`src/rtl/elevator_pkg.sv`:
```
// Shared types and constants for the elevator motion generator.
package elevator_pkg;

  // Car state encoding; this is also the value shown on state_out.
  typedef enum logic [1:0] {
    IDLE = 2'b00,
    UP   = 2'b01,
    DOWN = 2'b10,
    DOOR = 2'b11
  } car_state_t;

  // Target source selected by the mode input.
  typedef enum logic [1:0] {
    SWEEP    = 2'b00,
    PINGPONG = 2'b01,
    RANDOM   = 2'b10,
    EXTERNAL = 2'b11
  } mode_t;

  // Fibonacci taps 8,6,5,4 expressed as bit positions 7,5,4,3.
  localparam logic [7:0] LFSR_TAPS    = 8'hB8;
  // An all-zero LFSR would lock up, so a zero seed is replaced by this.
  localparam logic [7:0] LFSR_DEFAULT = 8'h01;

  // One shift of the LFSR: shift left, feedback is parity of the tapped bits.
  function automatic logic [7:0] lfsr_next(input logic [7:0] cur);
    return {cur[6:0], ^(cur & LFSR_TAPS)};
  endfunction

endpackage

```
`src/rtl/elevator_car.sv`:
```
// One elevator car: state machine, current floor, latched target,
// travel direction and door hold counter. Everything advances only
// on cycles where step is high.
module elevator_car
  import elevator_pkg::*;
#(
  parameter int NUM_FLOORS = 8,
  parameter int DOOR_TICKS = 4,
  localparam int FW = (NUM_FLOORS > 1) ? $clog2(NUM_FLOORS) : 1
) (
  input  logic          clk,
  input  logic          rst,
  input  logic          step,
  input  logic [FW-1:0] fetch_target,
  output logic [FW-1:0] floor,
  output logic [FW-1:0] target,
  output car_state_t    state,
  output logic          dir
);

  localparam int DW = (DOOR_TICKS > 1) ? $clog2(DOOR_TICKS) : 1;
  localparam logic [DW-1:0] DOOR_LOAD = DW'(DOOR_TICKS - 1);

  car_state_t    state_n;
  logic [FW-1:0] floor_n;
  logic [FW-1:0] target_n;
  logic          dir_n;
  logic [DW-1:0] door_cnt;
  logic [DW-1:0] door_n;

  // Register the car state; reset parks the car at floor 0, doors shut.
  always_ff @(posedge clk) begin
    if (rst) begin
      state    <= IDLE;
      floor    <= '0;
      target   <= '0;
      dir      <= 1'b1;
      door_cnt <= '0;
    end else begin
      state    <= state_n;
      floor    <= floor_n;
      target   <= target_n;
      dir      <= dir_n;
      door_cnt <= door_n;
    end
  end

  // Next-state logic. Direction follows the last departure, so at the
  // top floor a down target flips it and at floor 0 an up target flips it.
  always_comb begin
    state_n  = state;
    floor_n  = floor;
    target_n = target;
    dir_n    = dir;
    door_n   = door_cnt;
    if (step) begin
      case (state)
        IDLE: begin
          target_n = fetch_target;
          if (fetch_target > floor) begin
            state_n = UP;
            dir_n   = 1'b1;
          end else if (fetch_target < floor) begin
            state_n = DOWN;
            dir_n   = 1'b0;
          end
        end
        UP: begin
          floor_n = floor + 1'b1;
          if (floor_n == target) begin
            state_n = DOOR;
            door_n  = DOOR_LOAD;
          end
        end
        DOWN: begin
          floor_n = floor - 1'b1;
          if (floor_n == target) begin
            state_n = DOOR;
            door_n  = DOOR_LOAD;
          end
        end
        default: begin
          if (door_cnt == '0) begin
            state_n = IDLE;
          end else begin
            door_n = door_cnt - 1'b1;
          end
        end
      endcase
    end
  end

endmodule

```
`src/rtl/elevator_sim_core.sv`:
```
// Elevator motion generator for the VGA display: tick prescaler, LFSR,
// per-car target selection, NUM_CARS car instances and frame-synchronised
// shadow outputs so the display never sees a mid-frame change.
module elevator_sim_core
  import elevator_pkg::*;
#(
  parameter int          NUM_FLOORS = 8,
  parameter int          NUM_CARS   = 2,
  parameter int unsigned TICK_DIV   = 16'd25000,
  parameter int          DOOR_TICKS = 4,
  localparam int FW = (NUM_FLOORS > 1) ? $clog2(NUM_FLOORS) : 1
) (
  input  logic                   clk,
  input  logic                   rst,
  input  logic                   en,
  input  logic [1:0]             mode,
  input  logic [7:0]             seed,
  input  logic [NUM_CARS*FW-1:0] dest_in,
  input  logic                   frame_start,
  output logic [NUM_CARS*FW-1:0] floor_out,
  output logic [NUM_CARS*FW-1:0] dest_out,
  output logic [NUM_CARS*2-1:0]  state_out,
  output logic                   tick
);

  localparam int            PW     = (TICK_DIV > 1) ? $clog2(TICK_DIV) : 1;
  localparam logic [PW-1:0] PW_TOP = PW'(TICK_DIV - 1);
  localparam logic [FW-1:0] TOP    = FW'(NUM_FLOORS - 1);
  localparam logic [FW:0]   NF_CMP = (FW + 1)'(NUM_FLOORS);

  logic [PW-1:0]          pre_cnt;
  logic [7:0]             lfsr;
  logic                   step;
  mode_t                  mode_sel;
  logic [NUM_CARS*FW-1:0] floor_bus;
  logic [NUM_CARS*FW-1:0] target_bus;
  logic [NUM_CARS*2-1:0]  state_bus;

  // A tick that lands while en is low is dropped, so en=0 freezes the cars.
  assign step     = tick & en;
  assign mode_sel = mode_t'(mode);

  // Prescaler: count while enabled, strobe tick for one cycle on wrap.
  always_ff @(posedge clk) begin
    if (rst) begin
      pre_cnt <= '0;
      tick    <= 1'b0;
    end else begin
      tick <= 1'b0;
      if (en) begin
        if (pre_cnt == PW_TOP) begin
          pre_cnt <= '0;
          tick    <= 1'b1;
        end else begin
          pre_cnt <= pre_cnt + 1'b1;
        end
      end
    end
  end

  // LFSR: seeded at reset, one shift per sim tick.
  always_ff @(posedge clk) begin
    if (rst) begin
      lfsr <= (seed == 8'h00) ? LFSR_DEFAULT : seed;
    end else if (step) begin
      lfsr <= lfsr_next(lfsr);
    end
  end

  for (genvar k = 0; k < NUM_CARS; k++) begin : g_car
    localparam logic [7:0] SALT = 8'(8'h35 * k);

    logic [FW-1:0] car_floor;
    logic [FW-1:0] car_target;
    logic [FW-1:0] fetch;
    logic [FW-1:0] rnd;
    logic [FW-1:0] ext;
    car_state_t    car_state;
    logic          car_dir;

    assign rnd = FW'(lfsr ^ SALT);
    assign ext = dest_in[k*FW +: FW];

    // Candidate target for this car; only used when the car is IDLE.
    always_comb begin
      fetch = car_floor;
      case (mode_sel)
        SWEEP: begin
          fetch = (car_floor == TOP) ? '0 : car_floor + 1'b1;
        end
        PINGPONG: begin
          if (car_floor == TOP) begin
            fetch = car_floor - 1'b1;
          end else if (car_floor == '0) begin
            fetch = car_floor + 1'b1;
          end else if (car_dir) begin
            fetch = car_floor + 1'b1;
          end else begin
            fetch = car_floor - 1'b1;
          end
        end
        RANDOM: begin
          fetch = ({1'b0, rnd} >= NF_CMP) ? rnd - FW'(NUM_FLOORS) : rnd;
        end
        default: begin
          fetch = ({1'b0, ext} >= NF_CMP) ? TOP : ext;
        end
      endcase
    end

    elevator_car #(
      .NUM_FLOORS (NUM_FLOORS),
      .DOOR_TICKS (DOOR_TICKS)
    ) u_car (
      .clk          (clk),
      .rst          (rst),
      .step         (step),
      .fetch_target (fetch),
      .floor        (car_floor),
      .target       (car_target),
      .state        (car_state),
      .dir          (car_dir)
    );

    assign floor_bus[k*FW +: FW]  = car_floor;
    assign target_bus[k*FW +: FW] = car_target;
    assign state_bus[k*2 +: 2]    = car_state;
  end

  // Shadow registers: capture the pre-edge internal values on frame_start.
  always_ff @(posedge clk) begin
    if (rst) begin
      floor_out <= '0;
      dest_out  <= '0;
      state_out <= '0;
    end else if (frame_start) begin
      floor_out <= floor_bus;
      dest_out  <= target_bus;
      state_out <= state_bus;
    end
  end

endmodule
```
`config.mk`:
```
export PLATFORM = sky130hd
export DESIGN_NAME = elevator_sim_core
export DESIGN_NICKNAME = d
export VERILOG_FILES = /design/src/rtl/elevator_pkg.sv /design/src/rtl/elevator_car.sv /design/src/rtl/elevator_sim_core.sv
export SDC_FILE = /design/constraint.sdc
export NUM_CORES = 1
export LEC_CHECK = 0
export CORE_ASPECT_RATIO = 1.1
export CORE_MARGIN = 5
export CORE_UTILIZATION = 50
export CTS_BUF_LIST = sky130_fd_sc_hd__clkbuf_8
export DETAILED_ROUTE_END_ITERATION = 12
export PLACE_DENSITY = 0.82
export SLEW_MARGIN = 10
export SYNTH_ARGS = -nofsm -noshare
export SYNTH_HDL_FRONTEND = slang
export SYNTH_HIERARCHICAL = 1
export SYNTH_SLANG_ARGS = --single-unit
export TNS_END_PERCENT = 10
```
`constraint.sdc`:
```
create_clock -name clk -period 3.05 [get_ports clk]
set_input_delay 0.4575 -clock clk [delete_from_list [all_inputs] [get_ports clk]]
set_output_delay 0.4575 -clock clk [all_outputs]
set_load 0.02 [all_outputs]
```
; ---- Yosys cells after proc, flatten, opt, wreduce, memory -nomap -nowiden
; Cells that the tools add are included.
[totals]
regBits = 62
inputBits = 20
output_inout_bits = 17
elab_cells = 117
[op_classes]
addsub = 7
n_lt_le_gt_ge = 4
eq_ne = 21
mux = 37
bitwise = 5
n_reduce_logical = 27
[ops]
columns = operator, count
row1 = 2-bit 2-to-1 mux, 12
row2 = 3-bit 2-to-1 mux, 8
row3 = 8-bit 2-to-1 mux, 3
row4 = 2-bit case mux with 3 select lines, 4
row5 = 5-bit AND reduction, 4
row6 = 3-bit case mux with 3 select lines, 2
row7 = 15-bit by 1-bit adder with 15-bit output (second input constant), 1
row8 = 15-bit == test (second input constant), 1
row9 = 15-bit 2-to-1 mux, 1
row10 = 3-bit == test, 4
row11 = 3-bit case mux with 2 select lines, 2
row12 = 2-bit logical NOT, 5
row13 = 2-bit nonzero test, 5
row14 = 8-bit logical NOT, 1
row15 = 2-bit by 1-bit != test with 1-bit output (second input constant), 4
row16 = 2-bit AND reduction, 4
row17 = 4-bit nonzero test, 2
row18 = 8-bit XOR reduction, 1
row19 = 3-bit by 1-bit adder with 3-bit output (second input constant), 2
row20 = 2-bit by 1-bit == test with 1-bit output (second input constant), 3
row21 = 2-bit == test (second input constant), 3
row22 = 3-bit == test (second input constant), 2
row23 = 3-bit greater-than comparator, 2
row24 = 3-bit logical NOT, 2
row25 = 11 further kinds, 23

; ---- Logic depth before layout (Yosys ltp)
[logic_depth]
ltp_word = 9
mapped_depth = 13
ltp_nobuf = 12

; ---- Modules after synthesis
; The synthesis kept the hierarchy.
[by_module_without_submodules]
columns = mod, instances, cells_each, area_per_inst_um2, seq_area_each_um2
row1 = elevator_sim_core, 1, 213, 2025.7, 880.8
row2 = elevator_car, 2, 94, 822.0, 220.2

; ---- Least setup slack after synthesis
; OpenSTA, ideal clock, no wires.
[synth_timing]
path_type = reg2reg
from = register g_car[1].u_car.floor[0]
to = register g_car[1].u_car.state[0]
setup_time_ps = 96
arrival_time_ps = 2575
required_ps = 2954
slack_ps = 379
path_stages_with_launch = 13
n_path_buf = 0
period_less_slack_ps = 2671
path_cell_list = dfxtp_1 > inv_1 > ha_1 > nor2b_1 > o21ai_0 > a21oi_1 > o31ai_1 > ha_1 > nand3_1 > nor3b_1 > a211oi_2 > nand2_1 > o41ai_2
[synth_between]
elab_chain_cells = 8
elab_cells_between_ends = 19
cone_classes = 2 x add/sub / 2 x order compare / 6 x eq/ne / 7 x mux / 2 x reduce/logical
[synth_rtl]
columns = element, line_no
row1 = from (decl), elevator_car.sv:15  ; output logic [FW-1:0] floor,
row2 = from (signal assigned), elevator_car.sv:41  ; floor <= floor_n;
row3 = 3-bit by 1-bit subtractor with 3-bit output / 3-bit by 1-bit adder with 3-bit output (equally long branches), -
row4 = 3-bit 2-to-1 mux, elevator_sim_core.sv:96  ; end else if (car_dir) begin
row5 = 3-bit 2-to-1 mux, elevator_sim_core.sv:94  ; end else if (car_floor == '0) begin
row6 = 3-bit 2-to-1 mux, elevator_sim_core.sv:92  ; if (car_floor == TOP) begin
row7 = 3-bit case mux with 3 select lines *, elevator_sim_core.sv:87  ; case (mode_sel)
row8 = net g_car[1].fetch[2], elevator_sim_core.sv:75  ; logic [FW-1:0] fetch;
row9 = 3-bit < comparator / 3-bit greater-than comparator (equally long branches), "elevator_car.sv:63, elevator_car.sv:60"
row10 = 3-bit by 1-bit != test with 1-bit output (no source line) / 2-bit 2-to-1 mux (equally long branches), -
row11 = 5-bit AND reduction (no source line) / 2-bit case mux with 3 select lines (equally long branches), -
row12 = to (signal assigned), elevator_car.sv:40  ; state <= state_n;
row13 = to (decl), elevator_car.sv:17  ; output car_state_t state,
; The timed path passes the listed nets; every way through them passes the cells marked *.
; A chain may end at the register's enable or synchronous reset.

; ---- Worst setup path after layout
; Same ends and word-level chain as after synthesis.

==> metrics.yaml <==
status:
  status: "finished, final reports clean"
placed_design:
  place_congestion: 0.8669
  numPortBuffers: 36
  hpwl_um: 5609
  dpl_cell_area_mm2: 0.004068
  dp_slack_ps: 68.07
power_and_ir_drop:
  power.density_mw_per_mm2: 380.0
  peakVddDrop_mv: 0.2114
  finalPower_mw: 1.607
  p_leak_nw: 1.644
critical_path:
  end_kind: "flip-flop"
  path_class: "reg2reg"
  start_kind: "flip-flop"
  crit_arrival_ps: 3110
  cp_data_required_time_ps: 3300
  cp_max_fo: 6
synth:
  ys_ff_latch: 62
  synth.distinct_cells: 52
  syn-cell-area_mm2: 0.003670
  synth_edf_count: 8
  ys_top_cells_by_area: "dfxtp_1 29%, ha_1 9.9%, edfxtp_1 6.5%"
  syn_nets: 450
  ys_seq_area_share_pct: 36.00
  post-synth-top-area-cell: "dfxtp_1"
  synthCells: 401
  ys_warn_count: 6
  synth.top_cell.area_share_pct: 29.46
  async_flop_share_pct: 0
  synth.avg_cell_area_um2: 9.152
  synth_ff_type: "dfxtp_1"
clocking:
  clock_latency_ps: 350
  clk_pin_slew_ps: 60
  clock-root-buffer: "clkbuf_8"
  h-tree-depth: 3
  clk_path_buf_depth: 2
  cts_made_buffers: 9
  cts_tree: "built"
  cts_setup_buffers: 0
  clock_sink_count: 62
route:
  viasPerCell: 5.612
  detail-route-antenna-nets: 0
  num_vias: 2963
  drc_errors: 0
  finalWirelength_um: 7680
  first_iter_violations: 151
  drt_pass1_iterations: 5
  detail_route.wl_per_cell_um: 14.55
grt:
  grt_usage_pct: 17.75
  grt_pass1_vias: 2899
  grt_max_degree: 29
  grt_first_pass_wirelength_um: 12970
  antenna_found_initial: 0
  overflow: 0
finish:
  n_fill_cell: 593
  drive_above_1_share_pct: 11.74
  synthToLayoutAreaGrowth_pct: 15.24
  layout.nets: 489
  final_area_mm2: 0.004229
  n_antenna_cell: 0
job:
  cap_violations: 0
timing:
  tns_ps: 0
  fin_crit_sh_pct: 93.62
  min_period_ps: 2855
  finalSetupViolCount: 0
  rsz0062_at_grt: "false"
  fin_ws_ps: 194.6
  finalHoldViolCount: 0
  clock.fmax_mhz: 350.2
  skew_ps: 6.147
  maxSlewHeadroom_pct: 60.05
  worst-slew-pin-transition_ps: 599.2
  maxSlewViolCount: 0
floorplan:
  die_w_um: 91.69
  pin_count: 37
  die-area_mm2: 0.009155
  initial_core_util_pct: 51.78
  die_h_um: 99.85
  fp.coreArea_mm2: 0.007087
  row_count: 32
min_path:
  min_path_type: "reg2reg"
-- stage by stage --
step | cells | hold slack (ps) | util (%)
2_1_floorplan | 401 | 433.0 | -
3_3_place_gp | 514 | 458.7 | 57.40
3_5_place_dp | 514 | 466.0 | 57.40
4_1_cts | 528 | 475.0 | 59.68
5_1_grt | 528 | 512.3 | 59.68
6_report | 528 | 479.2 | 59.68
-- layout make-up --
class / instances / area, um2 / share of cell area [%]
clock inverter: 4 / 23.77 / 0.5621
tap: 85 / 106.4 / 2.515
inverter: 30 / 112.6 / 2.663
sequential: 62 / 1321 / 31.24
timing repair buffer: 46 / 430.4 / 10.18
clock buffer: 10 / 137.6 / 3.254
multi-input combinational: 291 / 2097 / 49.59
-- placed cells by master, fill, tap and decap left out, types with 3 or more instances in the layout --
cell / instances
dfxtp_1: 54
nor2_1: 43
clkdlybuf4s50_1: 35
nand2_1: 33
inv_1: 30
ha_1: 29
a21oi_1: 22
xnor2_1: 20
o21ai_0: 20
mux2i_1: 19
mux2_2: 11
nand3_1: 11
clkbuf_8: 10
buf_4: 10
xor2_1: 9
edfxtp_1: 8
nor3_1: 5
a31oi_1: 4
nand4_1: 4
nor3b_1: 4
a211o_2: 4
nor4_1: 3
and4_1: 3
-- worst max-delay path, cell delays in order (launching register included) --
cell and delay (ps):
dfxtp_1 310, buf_4 160, ha_1 200, ha_1 180
inv_1 90, o21ai_1 120, and3_1 190, o31ai_1 330
ha_1 330, nand3_1 130, nor3b_1 80, a211oi_2 280
nand2_1 110, o41ai_2 260
-- state kept, by name (all words and copies together), names as in the netlist --
register              cells
dest_out                  6
floor_out                 6
g_car.u_car/dir           2
g_car.u_car/door_cnt      4
g_car.u_car/floor         6
g_car.u_car/state         4
g_car.u_car/target        6
lfsr                      8
pre_cnt                  15
state_out                 4
tick                      1
-- worst paths after layout --
path / startpoint / to / slack [ps] / depth (start not counted)
max: g_car[1].u_car/floor[0] / g_car[1].u_car/state[0] / 190 / 13
min: g_car[0].u_car/dir / g_car[0].u_car/dir / 480 / 2
max reg2reg: g_car[1].u_car/floor[0] / g_car[1].u_car/state[0] / 190 / 13
min reg2reg: g_car[0].u_car/dir / g_car[0].u_car/dir / 480 / 2
-- routing by layer --
| layer | wire [um] | vias to the layer above | GRT usage, % |
|---|---|---|---|
| met3 | 250 | 21 | 3.898 |
| met4 | 218 | 0 | 10.67 |
| met2 | 3829 | 64 | 30.02 |
| li1 | - | 1487 | - |
| met1 | 3382 | 1391 | 20.54 |
| met5 | 0 | - | 0 |
-- cell families (layout without fill, tap and decap cells) --
logic type / count (synthesis) / in the layout / share of synthesized area, %
AOI/OAI and AO/OA: 79 / 79 / 15.27
xor gates and xnor gates: 29 / 29 / 6.921
adders and majority gates: 29 / 29 / 9.888
DFF: 62 / 62 / 36.00
muxes: 30 / 30 / 8.558
buffers and inverters: 48 / 90 / 6.853
and+or+nand+nor: 124 / 124 / 16.50
-- power breakdown --
| group | switching (mW) | internal, mW |
|---|---|---|
| Sequential | 0.00801 | 0.840 |
| Combinational | 0.0705 | 0.0706 |
| Clock | 0.313 | 0.305 |
| Total | 0.391 | 1.22 |
-- cell usage after synthesis, types with 5 or more instances --
master	instances
a21oi_1	22
xnor2_1	20
inv_1	30
ha_1	29
mux2i_1	19
edfxtp_1	8
o21ai_0	22
xor2_1	9
dfxtp_1	54
nor3_1	5
mux2_2	11
nand2_1	33
nor2_1	43
clkbuf_1	7
nand3_1	11
-- timing repair --
| item | in CTS | in global routing |
|---|---|---|
| hold buffers | 0 | 0 |
| endpoints found under the setup margin | 0 | 4 |
| gates resized for setup | 0 | 2 |
No activity file was read; power rests on OpenSTA's default activity.
